==> config.mk <==
export PLATFORM = sky130hd
export DESIGN_NAME = register_file_mp
export DESIGN_NICKNAME = d
export VERILOG_FILES = /design/src/rtl/register_file_mp.sv
export SDC_FILE = /design/constraint.sdc
export NUM_CORES = 1
export LEC_CHECK = 0
export CAP_MARGIN = 10
export CORE_MARGIN = 10
export CORE_UTILIZATION = 38
export DETAILED_ROUTE_END_ITERATION = 10
export PLACE_DENSITY = 0.55
export SLEW_MARGIN = 20
export SYNTH_ARGS = -nofsm -noshare
export SYNTH_HDL_FRONTEND = slang
export SYNTH_SLANG_ARGS = --single-unit
==> constraint.sdc <==
create_clock -name clk -period 2.13 [get_ports clk]
set_input_delay 0.426 -clock clk [delete_from_list [all_inputs] [get_ports clk]]
set_output_delay 0.426 -clock clk [all_outputs]
set_load 0.02 [all_outputs]
==> src/rtl/register_file_mp.sv <==
// Multi-port register file with registered reads, write-to-read bypass and a busy scoreboard.
// Optional per-entry even parity with error injection is enabled by defining REGFILE_PARITY_EN.

// One read lane: looks up the bypass-merged view and registers the result.
module register_file_rd_port #(
    parameter int DATA_WIDTH = 8,
    parameter int ADDR_WIDTH = 3
) (
    input  logic                                     clk,
    input  logic                                     rst_n,
    input  logic                                     en,
    input  logic [ADDR_WIDTH-1:0]                    addr,
    input  logic [2**ADDR_WIDTH-1:0][DATA_WIDTH-1:0] view,
    input  logic [2**ADDR_WIDTH-1:0]                 busy_view,
    input  logic [2**ADDR_WIDTH-1:0]                 perr_view,
    output logic [DATA_WIDTH-1:0]                    data,
    output logic                                     valid,
    output logic                                     busy,
    output logic                                     perr
);
    always_ff @(posedge clk) begin
        if (!rst_n) begin
            data  <= '0;
            valid <= 1'b0;
            busy  <= 1'b0;
            perr  <= 1'b0;
        end else begin
            valid <= en;
            busy  <= en & busy_view[addr];
            perr  <= en & perr_view[addr];
            if (en) data <= view[addr];
        end
    end
endmodule

module register_file_mp #(
    parameter int DATA_WIDTH = 8,
    parameter int ADDR_WIDTH = 3,
    parameter int NUM_RD     = 2,
    parameter int NUM_WR     = 2
) (
    input  logic                         clk,
    input  logic                         rst_n,
    input  logic [NUM_WR-1:0]            wr_en,
    input  logic [NUM_WR*ADDR_WIDTH-1:0] wr_addr,
    input  logic [NUM_WR*DATA_WIDTH-1:0] wr_data,
    input  logic [NUM_RD-1:0]            rd_en,
    input  logic [NUM_RD*ADDR_WIDTH-1:0] rd_addr,
    output logic [NUM_RD*DATA_WIDTH-1:0] rd_data,
    output logic [NUM_RD-1:0]            rd_valid,
    output logic [NUM_RD-1:0]            rd_busy,
    input  logic                         rsv_en,
    input  logic [ADDR_WIDTH-1:0]        rsv_addr,
    output logic [2**ADDR_WIDTH-1:0]     busy_vec,
    input  logic                         par_inj,
    output logic [NUM_RD-1:0]            rd_perr
);
    localparam int NREG = 2**ADDR_WIDTH;

    logic [NREG-1:0][DATA_WIDTH-1:0] regs, wr_val;
    logic [NREG-1:0]                 busy_q, busy_clr, busy_nxt, wr_hit;
    logic [NREG-1:0]                 perr_view;

    // wr_val is the post-write register image; it doubles as the bypass source.
    // Ascending port order lets the highest-index port win on collisions.
    always_comb begin
        wr_hit = '0;
        wr_val = regs;
        for (int p = 0; p < NUM_WR; p++) begin
            if (wr_en[p] && wr_addr[p*ADDR_WIDTH +: ADDR_WIDTH] != '0) begin
                wr_hit[wr_addr[p*ADDR_WIDTH +: ADDR_WIDTH]] = 1'b1;
                wr_val[wr_addr[p*ADDR_WIDTH +: ADDR_WIDTH]] = wr_data[p*DATA_WIDTH +: DATA_WIDTH];
            end
        end
    end

    // A same-cycle reserve beats the clear: the reserver is the newer producer.
    always_comb begin
        busy_clr = busy_q & ~wr_hit;
        busy_nxt = busy_clr;
        if (rsv_en && rsv_addr != '0) busy_nxt[rsv_addr] = 1'b1;
    end

`ifdef REGFILE_PARITY_EN
    logic [NREG-1:0] par_q, wr_par;

    always_comb begin
        wr_par = par_q;
        for (int p = 0; p < NUM_WR; p++) begin
            if (wr_en[p] && wr_addr[p*ADDR_WIDTH +: ADDR_WIDTH] != '0)
                wr_par[wr_addr[p*ADDR_WIDTH +: ADDR_WIDTH]] = ^wr_data[p*DATA_WIDTH +: DATA_WIDTH] ^ par_inj;
        end
        perr_view = '0;
        for (int i = 1; i < NREG; i++) perr_view[i] = ^wr_val[i] ^ wr_par[i];
    end

    always_ff @(posedge clk) begin
        if (!rst_n) par_q <= '0;
        else        par_q <= wr_par;
    end
`else
    logic par_inj_unused;
    assign par_inj_unused = par_inj;
    assign perr_view      = '0;
`endif

    always_ff @(posedge clk) begin
        if (!rst_n) begin
            regs   <= '0;
            busy_q <= '0;
        end else begin
            regs   <= wr_val;
            busy_q <= busy_nxt;
        end
    end

    assign busy_vec = busy_q;

    for (genvar r = 0; r < NUM_RD; r++) begin : g_rd
        register_file_rd_port #(
            .DATA_WIDTH(DATA_WIDTH),
            .ADDR_WIDTH(ADDR_WIDTH)
        ) u_rd (
            .clk       (clk),
            .rst_n     (rst_n),
            .en        (rd_en[r]),
            .addr      (rd_addr[r*ADDR_WIDTH +: ADDR_WIDTH]),
            .view      (wr_val),
            .busy_view (busy_clr),
            .perr_view (perr_view),
            .data      (rd_data[r*DATA_WIDTH +: DATA_WIDTH]),
            .valid     (rd_valid[r]),
            .busy      (rd_busy[r]),
            .perr      (rd_perr[r])
        );
    end
endmodule

* Word-level counts from Yosys, hierarchy flattened
Memory sizes are Yosys's and may differ from the RTL's.
Cells that the tools add are included.
** Storage, ports and cells
- Register bits :: 94
- ROM bits :: 16
- Input bits :: 39
- Memories kept :: 2
** Memories
- (no name shown) :: words 8, width 1, read ports 1, clocked after Yosys merged registers in 0, wr ports 0, RTL line 30 : perr <= en & perr_view[addr];
- (no name shown) :: words 8, width 1, read ports 1, clocked after Yosys merged registers in 0, wr ports 0, RTL line 30
** Operators by class
- Magnitude comparators :: 8
- Mux-type cells :: 27
- Bitwise logic cells :: 8
- Reduce and logical (&&, ||, !) cells :: 9
** Operators with widths (count)
- 64-bit bitwise mux :: 2
- 64-bit 2-to-1 mux :: 2
- 8-bit 2-to-1 mux :: 7
- 8-bit binary-select mux with 3-bit select :: 2
- 8-bit demux with 3-bit select :: 2
- 3-bit by 4-bit < comparator with 1-bit output (second input constant) :: 5
- 8-bit OR :: 2
- 1-bit demux with 3-bit select :: 3
- 3-bit by 1-bit greater-or-equal comparator with 1-bit output (second input constant) :: 3
- 3-bit nonzero test :: 3
- 8-bit AND :: 1
- 8-bit inverter :: 1
- 1-bit 2-to-1 mux :: 7
- 1-bit binary-select mux with 3-bit select :: 2
- 1-bit logical AND :: 6
- 1-bit AND :: 4

* Depth between registers and ports, before layout
- Word-level depth :: 12
- Mapped depth :: 9
- Depth with buffers taken out :: 7

* By module
Synthesis repeated with hierarchy kept, for this count alone.
** Unflattened totals
- Cell total of the unflattened synthesis :: 652
- Area total of the unflattened synthesis :: 5709.2 µm²
** Modules (own cells, without submodules)
- register_file_mp :: instances 1, cells each 458, area an instance 3672.3 µm²
- register_file_rd_port :: instances 2, cells each 97, area an instance 1018.5 µm²

* Worst setup path after synthesis
Ideal clock, no wire load.
- Kind :: input to register
- Start :: input wr_addr[5]
- End :: register g_rd[0].u_rd.data[7]
- Setup time :: 0.122 ns
- Arrival :: 1.746 ns
- Setup slack :: 0.262 ns
- Stages :: 9
- Buffers on the path :: 3
- Cells stage by stage :: buf_4 -> and3b_1 -> buf_4 -> nand2b_1 -> buf_2 -> nand3_1 -> a31oi_1 -> o211ai_1 -> a221o_1
** Between the ends
- Cells in the longest elaborated chain, start to end :: 8
- Elaborated cells between the ends (all ways) :: 11
- Classes of those cells :: 2 x order compare; 6 x mux; 3 x reduce/logical
** RTL lines
- from (decl) :: RTL line 45 : input logic [NUM_WR*ADDR_WIDTH-1:0] wr_addr,
- 3-bit by 4-bit < comparator with 1-bit output (implied by the code) / 3-bit by 1-bit greater-or-equal comparator with 1-bit output (equally long branches) :: RTL line 72 : wr_val[wr_addr[p*ADDR_WIDTH +: ADDR_WIDTH]] = wr_data[p*DATA_WIDTH +: DATA_WIDTH];
- 1-bit logical AND (implied by the code) :: RTL line 72
- 8-bit 2-to-1 mux (implied by the code) :: RTL line 72
- 8-bit demux with 3-bit select :: RTL line 72
- 64-bit bitwise mux :: RTL line 72
- 64-bit 2-to-1 mux (*) :: RTL line 70 : if (wr_en[p] && wr_addr[p*ADDR_WIDTH +: ADDR_WIDTH] != '0) begin
- 8-bit binary-select mux with 3-bit select (*) :: RTL line 31 : if (en) data <= view[addr];
- 8-bit 2-to-1 mux (implied by the code) (*) :: RTL line 31
- to (signal assigned) :: RTL line 31
- to (decl) :: RTL line 16 : output logic [DATA_WIDTH-1:0] data,
Mark *: on every way between the ends. The rest lies on a longest branch, timed or not. The select of a mux whose other input is x is not followed.
A chain may end at the register's enable or synchronous reset.

* Worst setup path after layout
- Start :: input wr_addr[0]
- End :: register g_rd[0].u_rd.data[7]
** Between the ends
- Cells in the longest elaborated chain, start to end :: 10
- Elaborated cells between the ends (all ways) :: 13
- Classes of those cells :: 2 x order compare; 8 x mux; 3 x reduce/logical
** RTL lines (RTL line)
- 3-bit by 4-bit < comparator with 1-bit output (implied by the code) / 3-bit by 1-bit greater-or-equal comparator with 1-bit output (equally long branches) :: 72
- 1-bit logical AND (implied by the code) :: 72
- 8-bit 2-to-1 mux (implied by the code) :: 72
- 8-bit demux with 3-bit select :: 72
- 64-bit bitwise mux :: 72
- 64-bit 2-to-1 mux (*) :: 70
- 64-bit bitwise mux :: 72
- 64-bit 2-to-1 mux (*) :: 70
- 8-bit binary-select mux with 3-bit select (*) :: 31
- 8-bit 2-to-1 mux (implied by the code) (*) :: 31
Marked as above.

==> flow_summary.html <==
<table>
<tr><th>Metric</th><th>Value</th></tr>
<tr><th colspan="2">Outcome</th></tr>
<tr><td>Status</td><td>finished, final reports clean</td></tr>
<tr><th colspan="2">STA</th></tr>
<tr><td>Max Slew Vio Count</td><td>0</td></tr>
<tr><td>Skew final</td><td>8.99 ps</td></tr>
<tr><td>Final worst path period need</td><td>1960 ps</td></tr>
<tr><td>Period utilization</td><td>0.921</td></tr>
<tr><td>F_max</td><td>510 MHz</td></tr>
<tr><td>Setup TNS Final</td><td>0 ps</td></tr>
<tr><td>Worst Setup Slack, final</td><td>169 ps</td></tr>
<tr><td>Hold WS</td><td>between 400 and 500 ps</td></tr>
<tr><td>Unrepaired setup endpoints after global routing</td><td>false</td></tr>
<tr><td>Hold Violations, Final</td><td>0</td></tr>
<tr><td>Number of setup violations in the final report</td><td>0</td></tr>
<tr><th colspan="2">Placed design</th></tr>
<tr><td>I/O Buffers</td><td>65</td></tr>
<tr><td>Routability-driven placement congestion ratio</td><td>0.938</td></tr>
<tr><td>DPL Wire Length</td><td>around 17000 um</td></tr>
<tr><td>Pre-CTS setup slack</td><td>-486 ps</td></tr>
<tr><td>Cell area after placement</td><td>around 7500 um^2</td></tr>
<tr><th colspan="2">Route</th></tr>
<tr><td>DR WL met2</td><td>10200 um</td></tr>
<tr><td>WL met1</td><td>between 9000 and 10000 um</td></tr>
<tr><td>Number of vias per cell after detailed routing</td><td>5.77</td></tr>
<tr><td>Number of vias after detailed routing</td><td>about 6200</td></tr>
<tr><td>Final Routed Wirelength</td><td>21500 um</td></tr>
<tr><td>Average wire length per cell after detail routing</td><td>20.1 um</td></tr>
<tr><td>First-pass DRT Iterations</td><td>5</td></tr>
<tr><td>DRC marker count from the first detailed-route iteration</td><td>563</td></tr>
<tr><td>DR DRC count</td><td>0</td></tr>
<tr><td>Metal3 WL</td><td>1420 um</td></tr>
<tr><td>Uppermost metal layer occupied by signal nets</td><td>met4</td></tr>
<tr><td>Detail Route Antenna Nets</td><td>0</td></tr>
<tr><th colspan="2">CTS</th></tr>
<tr><td>Maximum buffer depth of the clock tree</td><td>2</td></tr>
<tr><td>CTS H-tree depth</td><td>3</td></tr>
<tr><td>Clk sink count</td><td>92</td></tr>
<tr><td>Clock transition at the registers of the reported paths</td><td>70 ps</td></tr>
<tr><td>Clock root buffer</td><td>clkbuf_16</td></tr>
<tr><td>Setup bufs post-CTS</td><td>0</td></tr>
<tr><td>Worst-Skew Late Latency</td><td>about 360 ps</td></tr>
<tr><td>Clock buffer count from CTS</td><td>9</td></tr>
<tr><td>Clock tree from TritonCTS</td><td>built</td></tr>
<tr><th colspan="2">Die</th></tr>
<tr><td>Total Die Area</td><td>20300 um^2</td></tr>
<tr><td>Placement Rows</td><td>44</td></tr>
<tr><td>Effective utilization at floorplan</td><td>0.390</td></tr>
<tr><td>Number of top-level pins</td><td>roughly 70</td></tr>
<tr><td>Core Region</td><td>14600 um^2</td></tr>
<tr><td>Width of the die</td><td>about 140 um</td></tr>
<tr><td>Die Span Y</td><td>between 100 and 150 um</td></tr>
<tr><th colspan="2">Logic synthesis</th></tr>
<tr><td>Most used DFF post-synth</td><td>dfxtp_1</td></tr>
<tr><td>Top cell type's share of synthesized area</td><td>0.322</td></tr>
<tr><td>Flop and latch count out of synthesis</td><td>92</td></tr>
<tr><td>Synthesized area divided by synthesized cell count</td><td>7.94 um^2</td></tr>
<tr><td>Count of warnings emitted by yosys</td><td>0</td></tr>
<tr><td>Number of distinct library cell variants in the gate-level netlist after synthesis</td><td>63</td></tr>
<tr><td>Seq/Total Area, Yosys</td><td>0.322</td></tr>
<tr><td>Top cells by area, synth</td><td>dfxtp_1, mux2i_1, o21ai_0</td></tr>
<tr><td>EDFF count, synth</td><td>0</td></tr>
<tr><td>Synthesized netlist cell count</td><td>720</td></tr>
<tr><td>Post-synthesis async set-or-reset flop share</td><td>0</td></tr>
<tr><td>Largest area contributor in the synthesized netlist</td><td>dfxtp_1</td></tr>
<tr><td>Post-synth design cell area</td><td>5720 um^2</td></tr>
<tr><th colspan="2">Power and ir drop</th></tr>
<tr><td>Combinational Power Share</td><td>0.218</td></tr>
<tr><td>IR drop worst, VDD</td><td>379 uV</td></tr>
<tr><td>Internal power</td><td>0.00319 W</td></tr>
<tr><td>Switching power as a share of total power</td><td>0.290</td></tr>
<tr><td>Flop pwr share</td><td>0.407</td></tr>
<tr><td>Clk pwr share</td><td>0.374</td></tr>
<tr><td>Total Power Consumption</td><td>between 0.004 and 0.005 W</td></tr>
<tr><td>Static leakage</td><td>3.38 nW</td></tr>
<tr><td>Power per cell area</td><td>573 nW/um^2</td></tr>
<tr><td>Switching power total</td><td>0.00130 W</td></tr>
<tr><th colspan="2">Worst hold path</th></tr>
<tr><td>Type of the tightest min-delay check</td><td>register to register</td></tr>
<tr><td>Launch point of the worst hold path</td><td>regs[0]$_SDFF_PN0_</td></tr>
<tr><td>Worst hold path endpoint</td><td>regs[0]$_SDFF_PN0_</td></tr>
<tr><td>Min-Delay Path Depth</td><td>1</td></tr>
<tr><th colspan="2">GRT</th></tr>
<tr><td>Total routing resource utilization after global routing</td><td>0.207</td></tr>
<tr><td>Maximum number of pins on one net before global-route repair</td><td>38</td></tr>
<tr><td>Grt total ovfl</td><td>0</td></tr>
<tr><td>Initial antenna violation count</td><td>0</td></tr>
<tr><td>Global-route wire length before repair</td><td>roughly 33000 um</td></tr>
<tr><td>Number of global-route vias before repair</td><td>5830</td></tr>
<tr><th colspan="2">Critical path</th></tr>
<tr><td>Worst reg-to-reg path cell count</td><td>6</td></tr>
<tr><td>Arrival time at the worst endpoint</td><td>2210 ps</td></tr>
<tr><td>Critical Path Start Type</td><td>primary input</td></tr>
<tr><td>Register-to-register setup slack</td><td>760 ps</td></tr>
<tr><td>Required time of the critical path</td><td>2370 ps</td></tr>
<tr><td>Launching point of the worst reg2reg path</td><td>regs[62]$_SDFF_PN0_</td></tr>
<tr><td>End of the worst register-to-register path</td><td>g_rd[0].u_rd.data[6]$_SDFFE_PN0P_</td></tr>
<tr><td>Critical path class</td><td>primary input to register</td></tr>
<tr><td>Type of element capturing the critical path</td><td>register</td></tr>
<tr><td>Critical Path Fanout Max</td><td>7</td></tr>
<tr><th colspan="2">Layout</th></tr>
<tr><td>Most common cell after layout, fill and taps aside</td><td>buf_4</td></tr>
<tr><td>P&amp;R area growth vs syn</td><td>37.1%</td></tr>
<tr><td>Total Nets Final</td><td>slightly above 900</td></tr>
<tr><td>Final design instance area without fill</td><td>7840 um^2</td></tr>
<tr><td>Antenna cells</td><td>0</td></tr>
<tr><td>Share of final-layout standard cells stronger than drive strength 1</td><td>0.219</td></tr>
<tr><td>Most used cells in the layout excluding fill and tap cells</td><td>buf_4, dfxtp_1, nor2_1, o21ai_0, nand2_1</td></tr>
<tr><th colspan="2">Run</th></tr>
<tr><td>Max cap viols</td><td>0</td></tr>
</table>
==> layer usage <==
layer  vias to the layer above  track usage
li1                       2961            -
met1                      2983        0.274
met2                       212        0.338
met3                        22       0.0322
met4                         0       0.0624
met5                         -            0
==> worst max-delay path, cell delays in order <==
cell	delay, ps
dlygate4sd2_1	300
and4bb_1	360
buf_12	160
mux2i_2	230
nand3_1	90
a31oi_1	200
o211ai_1	110
a221o_1	320
==> synth_stat cells, types with 2 or more instances <==
| master | number |
|---|---|
| a211oi_1 | 31 |
| a21o_1 | 6 |
| a21oi_1 | 51 |
| a22oi_1 | 12 |
| a311oi_1 | 2 |
| a31oi_1 | 14 |
| a32o_1 | 2 |
| a41oi_1 | 2 |
| and2_1 | 25 |
| and3_1 | 12 |
| and4bb_1 | 3 |
| buf_1 | 2 |
| buf_2 | 13 |
| buf_4 | 11 |
| buf_6 | 2 |
| clkbuf_1 | 40 |
| dfxtp_1 | 92 |
| inv_1 | 7 |
| mux2_2 | 4 |
| mux2i_1 | 58 |
| mux4_2 | 4 |
| nand2_1 | 59 |
| nand3_1 | 15 |
| nand4_1 | 4 |
| nand4b_1 | 10 |
| nand4bb_1 | 2 |
| nor2_1 | 71 |
| nor2b_1 | 14 |
| nor3_1 | 10 |
| nor3b_1 | 4 |
| nor4bb_1 | 2 |
| o2111a_1 | 2 |
| o2111ai_1 | 6 |
| o21a_1 | 3 |
| o21ai_0 | 68 |
| o22ai_1 | 8 |
| o311a_1 | 4 |
| o311ai_0 | 4 |
| o31a_1 | 3 |
| o31ai_1 | 3 |
| o32ai_1 | 4 |
| or2_2 | 7 |
| or3_1 | 2 |
| xnor2_1 | 2 |
| xor2_1 | 2 |
==> repair_timing <==
action                     4_1_cts  5_1_grt
pin swaps                        1        0
hold buffers                     0        0
resized for setup                9        6
setup endpoints to repair       13       18
==> area by class of cell <==
| class | count | area (um^2) |
|---|---|---|
| timing repair buffer | 218 | 1900 |
| clock buffer | 10 | 239 |
| tap | 184 | 230 |
| fill | 1392 | 6810 |
| multi-input combinational | 552 | 3530 |
| inverter | 8 | 30.0 |
| sequential | 92 | 1840 |
| clock inverter | 6 | 63.8 |
==> kinds of logic (layout without fill, tap and decap cells) <==
kind of cell / after synthesis / after routing / share of synthesized area
compound gates: 230 / 230 / 0.254
xor+xnor: 4 / 4 / 0.00613
buf+inv: 77 / 242 / 0.0635
flops: 92 / 92 / 0.322
mux: 67 / 67 / 0.128
other cells: 1 / 2 / 0.000656
simple gates: 249 / 249 / 0.225
==> how the worst max path moves through the flow <==
| stage | startpoint | endpoint | slack [ps] | cells after the start |
|---|---|---|---|---|
| floorplan | wr_addr[5] | g_rd[0].u_rd.data[7]$_SDFFE_PN0P_ | 260 | 9 |
| global placement | wr_addr[2] | g_rd[0].u_rd.data[6]$_SDFFE_PN0P_ | -460 | 9 |
| detailed placement | wr_addr[2] | g_rd[0].u_rd.data[6]$_SDFFE_PN0P_ | -490 | 9 |
| CTS | wr_addr[3] | g_rd[1].u_rd.busy$_SDFF_PN0_ | 5 | 7 |
| global route | rst_n | g_rd[0].u_rd.data[1]$_SDFFE_PN0P_ | 30 | 8 |
| finish | wr_addr[0] | g_rd[0].u_rd.data[7]$_SDFFE_PN0P_ | 170 | 8 |
==> power groups by stage <==
stage                     logic (W)  clock network [W]  registers [W]
after floorplan            0.000471                  0        0.00188
after global placement     0.000953                  0        0.00186
after detailed placement   0.000969                  0        0.00187
after CTS                  0.000972            0.00170        0.00183
after global routing        0.00106            0.00175        0.00183
final                      0.000980            0.00168        0.00183
==> sequential cells by signal, indices dropped and copies added (netlist names) <==
register,cells
regs,64
g_rd.u_rd.data,16
busy_vec,8
g_rd.u_rd.busy,2
g_rd.u_rd.valid,2
==> stage by stage <==
stage                     cells   util
after floorplan             721      -
after global placement     1054  0.513
after detailed placement   1054  0.513
after CTS                  1070  0.534
after global routing       1070  0.535
final                      1070  0.535
Note: power is estimated with default switching activity, not from simulation.
